### src/rtl/mc_ctrl_pkg.sv
// Shared encodings for the multicycle MIPS control unit: FSM states, opcode/funct
// fields, ALU operations and datapath mux selects.
package mc_ctrl_pkg;

    typedef enum logic [3:0] {
        S_FETCH   = 4'd0,
        S_DECODE  = 4'd1,
        S_MEMADR  = 4'd2,
        S_MEMRD   = 4'd3,
        S_MEMWB   = 4'd4,
        S_MEMWR   = 4'd5,
        S_RTYPEEX = 4'd6,
        S_RTYPEWB = 4'd7,
        S_BEQEX   = 4'd8,
        S_BNEEX   = 4'd9,
        S_ADDIEX  = 4'd10,
        S_ADDIWB  = 4'd11,
        S_JEX     = 4'd12,
        S_TRAP    = 4'd13
    } state_e;

    localparam logic [5:0] OP_RTYPE = 6'b000000;
    localparam logic [5:0] OP_LW    = 6'b100011;
    localparam logic [5:0] OP_SW    = 6'b101011;
    localparam logic [5:0] OP_BEQ   = 6'b000100;
    localparam logic [5:0] OP_BNE   = 6'b000101;
    localparam logic [5:0] OP_ADDI  = 6'b001000;
    localparam logic [5:0] OP_J     = 6'b000010;

    localparam logic [5:0] FN_ADD = 6'b100000;
    localparam logic [5:0] FN_SUB = 6'b100010;
    localparam logic [5:0] FN_AND = 6'b100100;
    localparam logic [5:0] FN_OR  = 6'b100101;
    localparam logic [5:0] FN_SLT = 6'b101010;

    localparam logic [2:0] ALU_AND = 3'b000;
    localparam logic [2:0] ALU_OR  = 3'b001;
    localparam logic [2:0] ALU_ADD = 3'b010;
    localparam logic [2:0] ALU_SUB = 3'b110;
    localparam logic [2:0] ALU_SLT = 3'b111;

    localparam logic [1:0] SRCB_REGB   = 2'b00;
    localparam logic [1:0] SRCB_INC    = 2'b01;
    localparam logic [1:0] SRCB_IMM    = 2'b10;
    localparam logic [1:0] SRCB_IMM_SH = 2'b11;

    localparam logic [1:0] PCSRC_ALU    = 2'b00;
    localparam logic [1:0] PCSRC_ALUOUT = 2'b01;
    localparam logic [1:0] PCSRC_JUMP   = 2'b10;

endpackage

### src/rtl/mc_ctrl_fsm_alu_decode.sv
// R-type funct field to ALUControl decode; funct_valid_c flags unsupported functs.
module mc_alu_decode
    import mc_ctrl_pkg::*;
#(
    parameter int unsigned FUNCT_W  = 6,
    parameter int unsigned ALUCTL_W = 3
) (
    input  logic [FUNCT_W-1:0]  funct,
    output logic [ALUCTL_W-1:0] alu_ctl_c,
    output logic                funct_valid_c
);

    always_comb begin
        alu_ctl_c     = ALUCTL_W'(ALU_ADD);
        funct_valid_c = 1'b1;
        case (funct)
            FUNCT_W'(FN_ADD): alu_ctl_c = ALUCTL_W'(ALU_ADD);
            FUNCT_W'(FN_SUB): alu_ctl_c = ALUCTL_W'(ALU_SUB);
            FUNCT_W'(FN_AND): alu_ctl_c = ALUCTL_W'(ALU_AND);
            FUNCT_W'(FN_OR):  alu_ctl_c = ALUCTL_W'(ALU_OR);
            FUNCT_W'(FN_SLT): alu_ctl_c = ALUCTL_W'(ALU_SLT);
            default:          funct_valid_c = 1'b0;
        endcase
    end

endmodule

### src/rtl/mc_ctrl_fsm.sv
// Multicycle control FSM for the 16-bit MIPS core with memory wait handshake and
// sticky illegal-instruction trap. Define MC_CTRL_PERF_CNT_EN for cycle/instr counters.
module mc_ctrl_fsm
    import mc_ctrl_pkg::*;
#(
    parameter int unsigned OP_W     = 6,
    parameter int unsigned FUNCT_W  = 6,
    parameter int unsigned ALUCTL_W = 3
`ifdef MC_CTRL_PERF_CNT_EN
    ,
    parameter int unsigned CNT_W    = 16
`endif
) (
    input  logic                clk,
    input  logic                rst,
    input  logic [OP_W-1:0]     opcode,
    input  logic [FUNCT_W-1:0]  funct,
    input  logic                zero,
    input  logic                mem_ready,
    output logic                PCEn,
    output logic                IorD,
    output logic                MemWrite,
    output logic                IRWrite,
    output logic                RegDst,
    output logic                MemtoReg,
    output logic                RegWrite,
    output logic                ALUSrcA,
    output logic [1:0]          ALUSrcB,
    output logic [1:0]          PCSrc,
    output logic [ALUCTL_W-1:0] ALUControl,
    output logic [3:0]          state_o,
    output logic                illegal
`ifdef MC_CTRL_PERF_CNT_EN
    ,
    output logic [CNT_W-1:0]    cycle_cnt,
    output logic [CNT_W-1:0]    instr_cnt
`endif
);

    state_e               state_q, state_d;
    logic                 illegal_q, illegal_d;
    logic [ALUCTL_W-1:0]  alu_fn_c;
    logic                 funct_valid_c;

    mc_alu_decode #(
        .FUNCT_W  (FUNCT_W),
        .ALUCTL_W (ALUCTL_W)
    ) u_alu_decode (
        .funct         (funct),
        .alu_ctl_c     (alu_fn_c),
        .funct_valid_c (funct_valid_c)
    );

    // State and trap flag; reset clears both asynchronously.
    always_ff @(posedge clk or negedge rst) begin
        if (!rst) begin
            state_q   <= S_FETCH;
            illegal_q <= 1'b0;
        end else begin
            state_q   <= state_d;
            illegal_q <= illegal_d;
        end
    end

    // Next state and Moore strobe decode.
    always_comb begin
        state_d    = state_q;
        PCEn       = 1'b0;
        IorD       = 1'b0;
        MemWrite   = 1'b0;
        IRWrite    = 1'b0;
        RegDst     = 1'b0;
        MemtoReg   = 1'b0;
        RegWrite   = 1'b0;
        ALUSrcA    = 1'b0;
        ALUSrcB    = SRCB_REGB;
        PCSrc      = PCSRC_ALU;
        ALUControl = ALUCTL_W'(ALU_ADD);

        case (state_q)
            S_FETCH: begin
                ALUSrcB = SRCB_INC;
                // Reset sits in FETCH; keep the fetch strobes quiet until it is released.
                PCEn    = mem_ready & rst;
                IRWrite = mem_ready & rst;
                if (mem_ready) state_d = S_DECODE;
            end
            S_DECODE: begin
                ALUSrcB = SRCB_IMM_SH;
                case (opcode)
                    OP_W'(OP_RTYPE):           state_d = S_RTYPEEX;
                    OP_W'(OP_LW), OP_W'(OP_SW): state_d = S_MEMADR;
                    OP_W'(OP_BEQ):             state_d = S_BEQEX;
                    OP_W'(OP_BNE):             state_d = S_BNEEX;
                    OP_W'(OP_ADDI):            state_d = S_ADDIEX;
                    OP_W'(OP_J):               state_d = S_JEX;
                    default:                   state_d = S_TRAP;
                endcase
            end
            S_MEMADR: begin
                ALUSrcA = 1'b1;
                ALUSrcB = SRCB_IMM;
                state_d = (opcode == OP_W'(OP_LW)) ? S_MEMRD : S_MEMWR;
            end
            S_MEMRD: begin
                IorD = 1'b1;
                if (mem_ready) state_d = S_MEMWB;
            end
            S_MEMWB: begin
                MemtoReg = 1'b1;
                RegWrite = 1'b1;
                state_d  = S_FETCH;
            end
            S_MEMWR: begin
                IorD     = 1'b1;
                MemWrite = 1'b1;
                if (mem_ready) state_d = S_FETCH;
            end
            S_RTYPEEX: begin
                ALUSrcA    = 1'b1;
                ALUControl = alu_fn_c;
                state_d    = funct_valid_c ? S_RTYPEWB : S_TRAP;
            end
            S_RTYPEWB: begin
                RegDst   = 1'b1;
                RegWrite = 1'b1;
                state_d  = S_FETCH;
            end
            S_BEQEX: begin
                ALUSrcA    = 1'b1;
                ALUControl = ALUCTL_W'(ALU_SUB);
                PCSrc      = PCSRC_ALUOUT;
                PCEn       = zero;
                state_d    = S_FETCH;
            end
            S_BNEEX: begin
                ALUSrcA    = 1'b1;
                ALUControl = ALUCTL_W'(ALU_SUB);
                PCSrc      = PCSRC_ALUOUT;
                PCEn       = ~zero;
                state_d    = S_FETCH;
            end
            S_ADDIEX: begin
                ALUSrcA = 1'b1;
                ALUSrcB = SRCB_IMM;
                state_d = S_ADDIWB;
            end
            S_ADDIWB: begin
                RegWrite = 1'b1;
                state_d  = S_FETCH;
            end
            S_JEX: begin
                PCSrc   = PCSRC_JUMP;
                PCEn    = 1'b1;
                state_d = S_FETCH;
            end
            S_TRAP: begin
                state_d = S_TRAP;
            end
            default: begin
                state_d = S_FETCH;
            end
        endcase

        illegal_d = illegal_q | (state_d == S_TRAP);
    end

    assign state_o = state_q;
    assign illegal = illegal_q;

`ifdef MC_CTRL_PERF_CNT_EN
    logic [CNT_W-1:0] cycle_cnt_q, cycle_cnt_d;
    logic [CNT_W-1:0] instr_cnt_q, instr_cnt_d;

    // Free-running counters; both wrap naturally at 2^CNT_W.
    always_comb begin
        cycle_cnt_d = cycle_cnt_q;
        instr_cnt_d = instr_cnt_q;
        if (state_q != S_TRAP) cycle_cnt_d = cycle_cnt_q + CNT_W'(1);
        if ((state_q == S_FETCH) && mem_ready) instr_cnt_d = instr_cnt_q + CNT_W'(1);
    end

    always_ff @(posedge clk or negedge rst) begin
        if (!rst) begin
            cycle_cnt_q <= '0;
            instr_cnt_q <= '0;
        end else begin
            cycle_cnt_q <= cycle_cnt_d;
            instr_cnt_q <= instr_cnt_d;
        end
    end

    assign cycle_cnt = cycle_cnt_q;
    assign instr_cnt = instr_cnt_q;
`endif

endmodule

### config.mk
export PLATFORM = sky130hd
export DESIGN_NAME = mc_ctrl_fsm
export DESIGN_NICKNAME = d
export VERILOG_FILES = /design/src/rtl/mc_ctrl_pkg.sv /design/src/rtl/mc_ctrl_fsm_alu_decode.sv /design/src/rtl/mc_ctrl_fsm.sv
export SDC_FILE = /design/constraint.sdc
export NUM_CORES = 1
export LEC_CHECK = 0
export ABC_AREA = 1
export CELL_PAD_IN_SITES_DETAIL_PLACEMENT = 1
export CELL_PAD_IN_SITES_GLOBAL_PLACEMENT = 2
export CORE_MARGIN = 5
export CORE_UTILIZATION = 20
export DETAILED_ROUTE_END_ITERATION = 8
export GPL_ROUTABILITY_DRIVEN = 1
export GPL_TIMING_DRIVEN = 0
export PLACE_DENSITY_LB_ADDON = 0.1
export SLEW_MARGIN = 20
export SYNTH_ARGS = -nofsm -noshare
export SYNTH_HDL_FRONTEND = slang
export SYNTH_HIERARCHICAL = 1
export SYNTH_SLANG_ARGS = --single-unit
### constraint.sdc
create_clock -name clk -period 1.8 [get_ports clk]
set_input_delay 0.36 -clock clk [delete_from_list [all_inputs] [get_ports clk]]
set_output_delay 0.36 -clock clk [all_outputs]
set_load 0.05 [all_outputs]
# Word level (Yosys, flattened, before mapping)
# Cells that the tools add are included.
# Widths: inputs -> output; s select.
# word_totals
register_bits	5
input_bits	16
out_inout_bits	20
elab_cells	59
# op_classes
eq_ne	25
n_mux	20
bitwise	3
reduce_logical	9
# ops
operator	count
$eq 6x6->1 const B	7
$pmux 4 s8	1
$eq 4x4->1 const B	7
$pmux 4 s6	1
$eq 4x3->1 const B	4
$mux 4	4
$eq 6x3->1 const B	2
$pmux 3 s4	1
$reduce_or 5->1	2
$eq 4x2->1 const B	2
$mux 1	8
$reduce_or 2->1	4
$eq 6x2->1 const B	1
$eq 6x4->1 const B	1
$logic_not 6->1	1
$pmux 2 s3	1
$pmux 3 s2	1
$eq 4x1->1 const B	1
$logic_not 4->1	1
$pmux 1 s4	1
$pmux 2 s2	1
$mux 3	1
$reduce_or 3->1	1
$and 1x1->1	1
other kinds (2)	2

# Longest topological paths before layout
# Gate-level depths: netlist (run 1).
# depth
depth_word	7
depth_mapped	11

# By module
# The synthesis (run 1) kept the hierarchy.
# modules_own_cells
mod	instances	cells_per_inst	area_each_um2
mc_ctrl_fsm	1	110	639.4
mc_alu_decode	1	28	118.9

# Least setup slack after synthesis (run 1)
# OpenSTA, ideal clock, no wires.
# synth_path
kind	register to output
from	register state_q[1] (netlist: state_o[1])
to	output port RegWrite
arrival_time_ns	2.342
required_time_ns	1.440
setup_slack_ns	-0.902
stages_incl_launch_ff	7
path_buffers	1
cell_sequence	dfrtp_1 -> buf_4 -> nor2_1 -> inv_1 -> nor2_1 -> nor2_1 -> o21ai_1
# synth_via
elab_chain_cells	3
elab_cells_between_ends	5
classes_between	3 x eq/ne; 1 x mux; 1 x reduce/logical
# synth_rtl
item	line_no	text
start: declaration	mc_ctrl_fsm.sv:40	state_e state_q, state_d;
start signal: assignment	mc_ctrl_fsm.sv:60	state_q <= state_d;
$eq 4x4->1 / $eq 4x3->1 (equally long branches)	mc_ctrl_fsm.sv:80	case (state_q)
$reduce_or 3->1 (no source line) (*)	--	
$mux 1 (*)	mc_ctrl_fsm.sv:80	
end: declaration	mc_ctrl_fsm.sv:26	output logic RegWrite,
# Every way passes the cells marked *; elsewhere a longest branch is shown, timed or not.

# Worst setup path in the final report (run 1)
# layout_path
from	register state_q[2] (netlist: state_o[2])
to	output port IRWrite
# layout_via
elab_chain_cells	2
# layout_rtl
item	line_no	text
$logic_not 4->1	mc_ctrl_fsm.sv:80	
$mux 1	mc_ctrl_fsm.sv:80	
end: declaration	mc_ctrl_fsm.sv:23	output logic IRWrite,
# No other way between the ends.

==> results.sh, run 1 <==
export IMPL_dp_hpwl_um=2300
export IMPL_crit_path_start="state_o[2]"
export IMPL_p_leak_nw=0.715
export IMPL_overflow=0
export IMPL_cts_tree="built"
export IMPL_syn_nets=154
export IMPL_ys_warnings_count=6
export IMPL_grtUsageTotal=0.108
export IMPL_period_share=0.989
export IMPL_r2r_start="state_o[2]"
export IMPL_dpl_cell_area_um2=1230
export IMPL_fp_dieW_um=71.6
export IMPL_r2r_end="illegal"
export IMPL_synth_edf_count=0
export IMPL_ios=36
export IMPL_setup_violations=0
export IMPL_drv_slew=0
export IMPL_cts_hold_buf=0
export IMPL_grt_antenna_before_repair=0
export IMPL_finalPower_mw=1.87
export IMPL_p_seq_frac=0.117
export IMPL_wl_met1_um=1160
export IMPL_crit_required_ns=1.44
export IMPL_numCtsBuffers=3
export IMPL_routed_wl_um=2800
export IMPL_fmax_ghz=0.562
export IMPL_drc=0
export IMPL_synth_ff_type="dfrtp_1"
export IMPL_slew_headroom=0.666
export IMPL_ys_async_sr_fraction=1.00
export IMPL_p_per_area_nw_per_um2=1360
export IMPL_stdcell_area_um2=1380
export IMPL_power_share_clock=0.109
export IMPL_final_hold_viol_count=0
export IMPL_grt_pass1_vias=1026
export IMPL_cts_sinks=5
export IMPL_whs_ns=0.105
export IMPL_outcome="finished clean"
export IMPL_netlist_area_um2=758
export IMPL_drt_iter0_markers=14
export IMPL_rsz0062_at_grt="yes"
export IMPL_r2r_setup_slack_ns=0.26
export IMPL_max_cap_violations=0
export IMPL_cp_endpoint="IRWrite"
export IMPL_clock_root_buffer="clkbuf_8"
export IMPL_grt_first_pass_wirelength_um=4540
export IMPL_ant_nets=0
export IMPL_syn_avg_cell_area_um2=5.49
export IMPL_syn_instance_count=138
export IMPL_vdd_ir_drop_max_uv=667
export IMPL_cp_end_kind="output pin"
export IMPL_met2_length_um=1510
export IMPL_vias=1021
export IMPL_worstPathArrival_ns=1.42
export IMPL_clk_pin_slew_ns=0.03
export IMPL_area_growth_pct=82.2
export IMPL_die_y_um=71.6
export IMPL_dr_pass1_iters=3
export IMPL_skew_ns=0.00115
export IMPL_num_rows=22
export IMPL_crit_fanout=5
export IMPL_worst_slew_pin_slew_ns=0.499
export IMPL_comb_power_share=0.773
export IMPL_switchingPower_mw=1.08
export IMPL_io_buffers=35
export IMPL_hp_class="in2async"
export IMPL_gp_congestion=0.694
export IMPL_synth_seq_cells=5
export IMPL_dpl_worst_slack_ns=-0.781
export IMPL_met3_length_um=98
export IMPL_ys_seq_area_frac=0.165
export IMPL_startpoint_type="flop"
export IMPL_final_nets=205
export IMPL_wl_per_cell_um=11.9
export IMPL_clockBufferDepth=2
export IMPL_die_area_um2=5120
export IMPL_n_antenna_cell=0
export IMPL_critPathKind="reg2out"
export IMPL_drive_above_1_share=0.436
export IMPL_grt_max_degree=9
export IMPL_setup_slack_ns=0.0193
export IMPL_htreeDepth=1
export IMPL_switching_share=0.576
export IMPL_p_int_uw=795
export IMPL_top_layer_used="met4"
export IMPL_synth_cell_type_count=23
export IMPL_clock_latency_ns=0.22
export IMPL_start_util=0.207
export IMPL_reg2reg_depth=10
export IMPL_routed_via_density=4.33
export IMPL_core_area_um2=3660
export IMPL_finalCriticalPeriod_ns=1.78
==> timing repair <==
| item | CTS | global route |
|---|---|---|
| cloned | 0 | 0 |
| pin swaps | 8 | 9 |
| endpoints found under the setup margin | 18 | 13 |
| hold endpoints to repair | 0 | 0 |
| buffers inserted | 6 | 5 |
| gates resized for setup | 108 | 22 |
==> metrics by stage <==
step | TNS [ns] | instances | util
2_1_floorplan | -0.159 | 138 | -
3_3_place_gp | -7.14 | 221 | 0.335
3_5_place_dp | -7.35 | 221 | 0.335
4_1_cts | -0.0117 | 231 | 0.355
5_1_grt | -0.137 | 236 | 0.377
6_report | 0 | 236 | 0.377
==> kinds of logic (layout without fill, tap and decap cells) <==
group                  after synthesis  after routing  share of synthesized area
and+or+nand+nor                     90             90                      0.568
buffers and inverters               30             80                      0.157
DFF                                  5              5                      0.165
AOI/OAI and AO/OA                   13             13                      0.111
==> cells in the final DEF (no fill, tap or decap), drive strengths merged, types with 3 or more instances in the layout <==
cell            n
nand3          13
nor2           35
dlygate4sd2     5
inv            29
dfrtp           5
a21oi           3
clkbuf          8
nand2          37
nand4           3
o21ai           7
clkdlybuf4s15   3
clkdlybuf4s50  10
buf            25
==> layout make-up <==
class	count	area [um2]
Buffer	1	11.3
Clock buffer	4	45.0
Fill cell	476	2280
Inverter	29	114
Multi-Input combinational cell	103	619
Sequential cell	5	130
Tap cell	48	60.1
Timing Repair Buffer	46	402
==> power by group through the flow <==
stage          combinational, mW  clock, mW  sequential, mW
2_1_floorplan              0.786          0           0.303
3_3_place_gp                1.26          0           0.217
3_5_place_dp                1.28          0           0.216
4_1_cts                     1.32      0.213           0.219
5_1_grt                     1.54      0.220           0.225
6_report                    1.45      0.205           0.220
==> sequential cells by signal, indices dropped and copies added (netlist names) <==
register and cells:
illegal 1, state_o 4
==> how the worst min path moves through the flow <==
| stage | start | end |
|---|---|---|
| global route | rst | illegal |
| global placement | illegal | illegal |
| finish | rst | state_o[2] |
| detailed placement | illegal | illegal |
| floorplan | rst | illegal |
| CTS | rst | state_o[2] |
==> worst max-delay path: stages (launching register included) <==
cell	delay [ns]
dfrtp_2	0.45
buf_12	0.14
nor2_4	0.12
nand4_1	0.17
inv_1	0.13
buf_6	0.17
==> Yosys cell counts, types with 2 or more instances <==
cell type | count | area, um2
nand2_2 | 7 | 43.8
nand4_1 | 3 | 18.8
inv_1 | 22 | 82.6
nand2_1 | 29 | 109
a21oi_1 | 3 | 15.0
nor2_1 | 27 | 101
nand3_1 | 12 | 60.1
nor2_2 | 6 | 37.5
o21ai_1 | 4 | 20.0
o21ai_0 | 2 | 10.0
inv_2 | 6 | 22.5
dfrtp_1 | 5 | 125
nor2_4 | 2 | 22.5
==> metal layers <==
metal,global-route usage,vias up
met5,0,-
met4,0.0313,0
met3,0.0154,3
met2,0.196,16
met1,0.131,480
li1,-,522
(Power assumes the default switching activity.)
==> inputs of run 2 (changes only) <==
CORE_UTILIZATION = 19   (was 20)
SYNTH_HIERARCHICAL = unset   (was 1)
==> run 2 against run 1 <==
Compared with the run above: power decreased by 1.8%; die area decreased by 1.9%; area after synthesis decreased by 7.1%; critical endpoint is now ALUControl[0]; largest power group unchanged.
==> results.sh, run 2 <==
export IMPL_outcome="finished clean"
export IMPL_gp_congestion=0.794
export IMPL_grt_max_degree=9
export IMPL_vdd_ir_drop_max_uv=696
export IMPL_numCtsBuffers=3
export IMPL_clock_latency_ns=0.22
export IMPL_reg2reg_depth=10
export IMPL_r2r_start="state_o[3]"
export IMPL_p_per_area_nw_per_um2=1270
export IMPL_synth_most_common_cell="nand2_1"
export IMPL_dr_pass1_iters=4
export IMPL_grt_first_pass_wirelength_um=4460
export IMPL_critPathKind="reg2out"
export IMPL_startpoint_type="flop"
export IMPL_synth_compound_area_frac=0.110
export IMPL_yosys_area_share_adder=0
export IMPL_dpl_worst_slack_ns=-0.794
export IMPL_slew_headroom=0.671
export IMPL_grtUsageTotal=0.106
export IMPL_synth_xor_area_frac=0
export IMPL_met2_length_um=1380
export IMPL_n_antenna_cell=0
export IMPL_area_growth_pct=106
export IMPL_r2r_end="illegal"
export IMPL_routed_wl_um=2860
export IMPL_die_y_um=70.9
export IMPL_worstPathArrival_ns=1.42
export IMPL_hp_class="in2async"
export IMPL_switching_share=0.582
export IMPL_syn_avg_cell_area_um2=5.50
export IMPL_yosys_area_share_simple=0.568
export IMPL_clockBufferDepth=2
export IMPL_final_cell_mix="nand2_1 (22), buf_4 (18), inv_1 (17)"
export IMPL_largest_register_ffs=4
export IMPL_synth_edf_count=0
export IMPL_crit_required_ns=1.44
export IMPL_ys_async_sr_fraction=1.00
export IMPL_drc=0
export IMPL_synth_area_mux_share=0
export IMPL_yosys_area_top_type="dfrtp_1"
export IMPL_synth_ff_type="dfrtp_1"
export IMPL_drt_iter0_markers=31
export IMPL_power_share_clock=0.112
export IMPL_core_area_um2=3630
export IMPL_max_cap_violations=0
export IMPL_cts_tree="built"
export IMPL_wl_per_cell_um=12.4
export IMPL_synth_cell_type_count=21
export IMPL_final_nets=199
export IMPL_worst_slew_pin_slew_ns=0.492
export IMPL_period_share=0.990
export IMPL_cp_end_kind="output pin"
export IMPL_ys_warnings_count=0
export IMPL_fin_tns_setup_ns=0
export IMPL_netlist_area_um2=704
export IMPL_clk_pin_slew_ns=0.04
export IMPL_ys_seq_area_frac=0.178
export IMPL_setup_slack_ns=0.0189
export IMPL_start_util=0.194
export IMPL_rsz0062_at_grt="yes"
export IMPL_n_fill_cell=485
export IMPL_grt_antenna_before_repair=0
export IMPL_die_area_um2=5030
export IMPL_num_rows=22
export IMPL_overflow=0
export IMPL_wl_met1_um=1310
export IMPL_skew_ns=0.000804
export IMPL_syn_instance_count=128
export IMPL_syn_nets=144
export IMPL_yosysTopAreaCellShare=0.178
export IMPL_cts_sinks=5
export IMPL_final_common_cell="nand2_1"
export IMPL_drv_slew=0
export IMPL_routed_via_density=4.37
export IMPL_final_hold_viol_count=0
export IMPL_ys_top_cells_by_area="dfrtp_1 (18%), nand2_1 (14%), nor2_1 (13%)"
export IMPL_cts_hold_buf=0
export IMPL_final_core_util=0.400
export IMPL_grt_pass1_vias=1007
export IMPL_met3_length_um=169
export IMPL_crit_fanout=7
export IMPL_dp_hpwl_um=2240
export IMPL_ant_nets=0
export IMPL_comb_power_share=0.754
export IMPL_synth_top_family_by_area="simple AND/OR/NAND/NOR gates"
export IMPL_yosys_top_cells_count="nand2_1 (27), nor2_1 (25), inv_1 (21), nand3_1 (15), inv_2 (6)"
export IMPL_fmax_ghz=0.561
export IMPL_ios=36
export IMPL_p_int_uw=769
export IMPL_switchingPower_mw=1.07
export IMPL_htreeDepth=1
export IMPL_clock_root_buffer="clkbuf_8"
export IMPL_p_leak_nw=0.741
export IMPL_synth_seq_cells=5
export IMPL_r2r_setup_slack_ns=0.29
export IMPL_p_seq_frac=0.134
export IMPL_finalCriticalPeriod_ns=1.78
export IMPL_io_buffers=35
export IMPL_fp_dieW_um=70.9
export IMPL_top_layer_used="met3"
export IMPL_drive_above_1_share=0.462
export IMPL_setup_violations=0
export IMPL_vias=1005
run 2: how the worst max path moves through the flow:
stage / cells after the start / end / startpoint / slack, ns
floorplan: 5 / RegWrite / state_o[1] / -0.005
global placement: 6 / ALUControl[0] / funct[5] / -0.77
detailed placement: 6 / ALUControl[0] / funct[5] / -0.79
CTS: 6 / ALUControl[0] / funct[5] / -0.05
global route: 6 / ALUControl[0] / state_o[3] / -0.04
finish: 6 / ALUControl[0] / state_o[3] / 0.02
run 2: what timing repair did:
action                     in CTS  in global routing
gates resized for setup       103                 21
cloned                          0                  0
setup buffers                   4                 11
setup endpoints to repair      19                 11
pin swaps                       3                 10
run 2: area by class of cell:
type | instances | area, um2 | share of cell area
Clock buffer | 4 | 45.0 | 0.0310
Inverter | 27 | 101 | 0.0697
Timing Repair Buffer | 50 | 442 | 0.304
Sequential cell | 5 | 133 | 0.0912
Tap cell | 48 | 60.1 | 0.0413
Multi-Input combinational cell | 96 | 673 | 0.463
run 2: power groups by stage:
stage	Clock (mW)	Combinational, mW	Sequential [mW]
CTS	0.213	1.25	0.249
detailed placement	0	1.24	0.239
global placement	0	1.23	0.237
global route	0.224	1.47	0.255
finish	0.207	1.39	0.246
floorplan	0	0.782	0.317
run 2: cells by family after synthesis:
kind of cell	count (synthesis)
and+or+nand+nor	84
buffers and inverters	27
AOI/OAI and AO/OA	12
DFF	5
run 2: through the flow:
step	instance area, um2	instances	hold slack, ns	power (mW)
2_1_floorplan	818	128	0.0644	1.10
3_3_place_gp	1230	211	0.454	1.47
3_5_place_dp	1230	211	0.470	1.48
4_1_cts	1300	219	0.131	1.71
5_1_grt	1450	230	0.145	1.95
6_report	1450	230	0.130	1.84
run 2: worst max-delay path: stages, from the launching register on:
cell,delay [ns]
dfrtp_2,0.46
inv_2,0.12
nand2_8,0.08
nor2_4,0.19
inv_2,0.07
a21oi_4,0.11
buf_6,0.17
run 2: metal layers:
metal,global-route usage,vias to the layer above
met4,0.00626,0
met5,0,-
met1,0.143,462
li1,-,517
met3,0.0313,0
met2,0.175,26
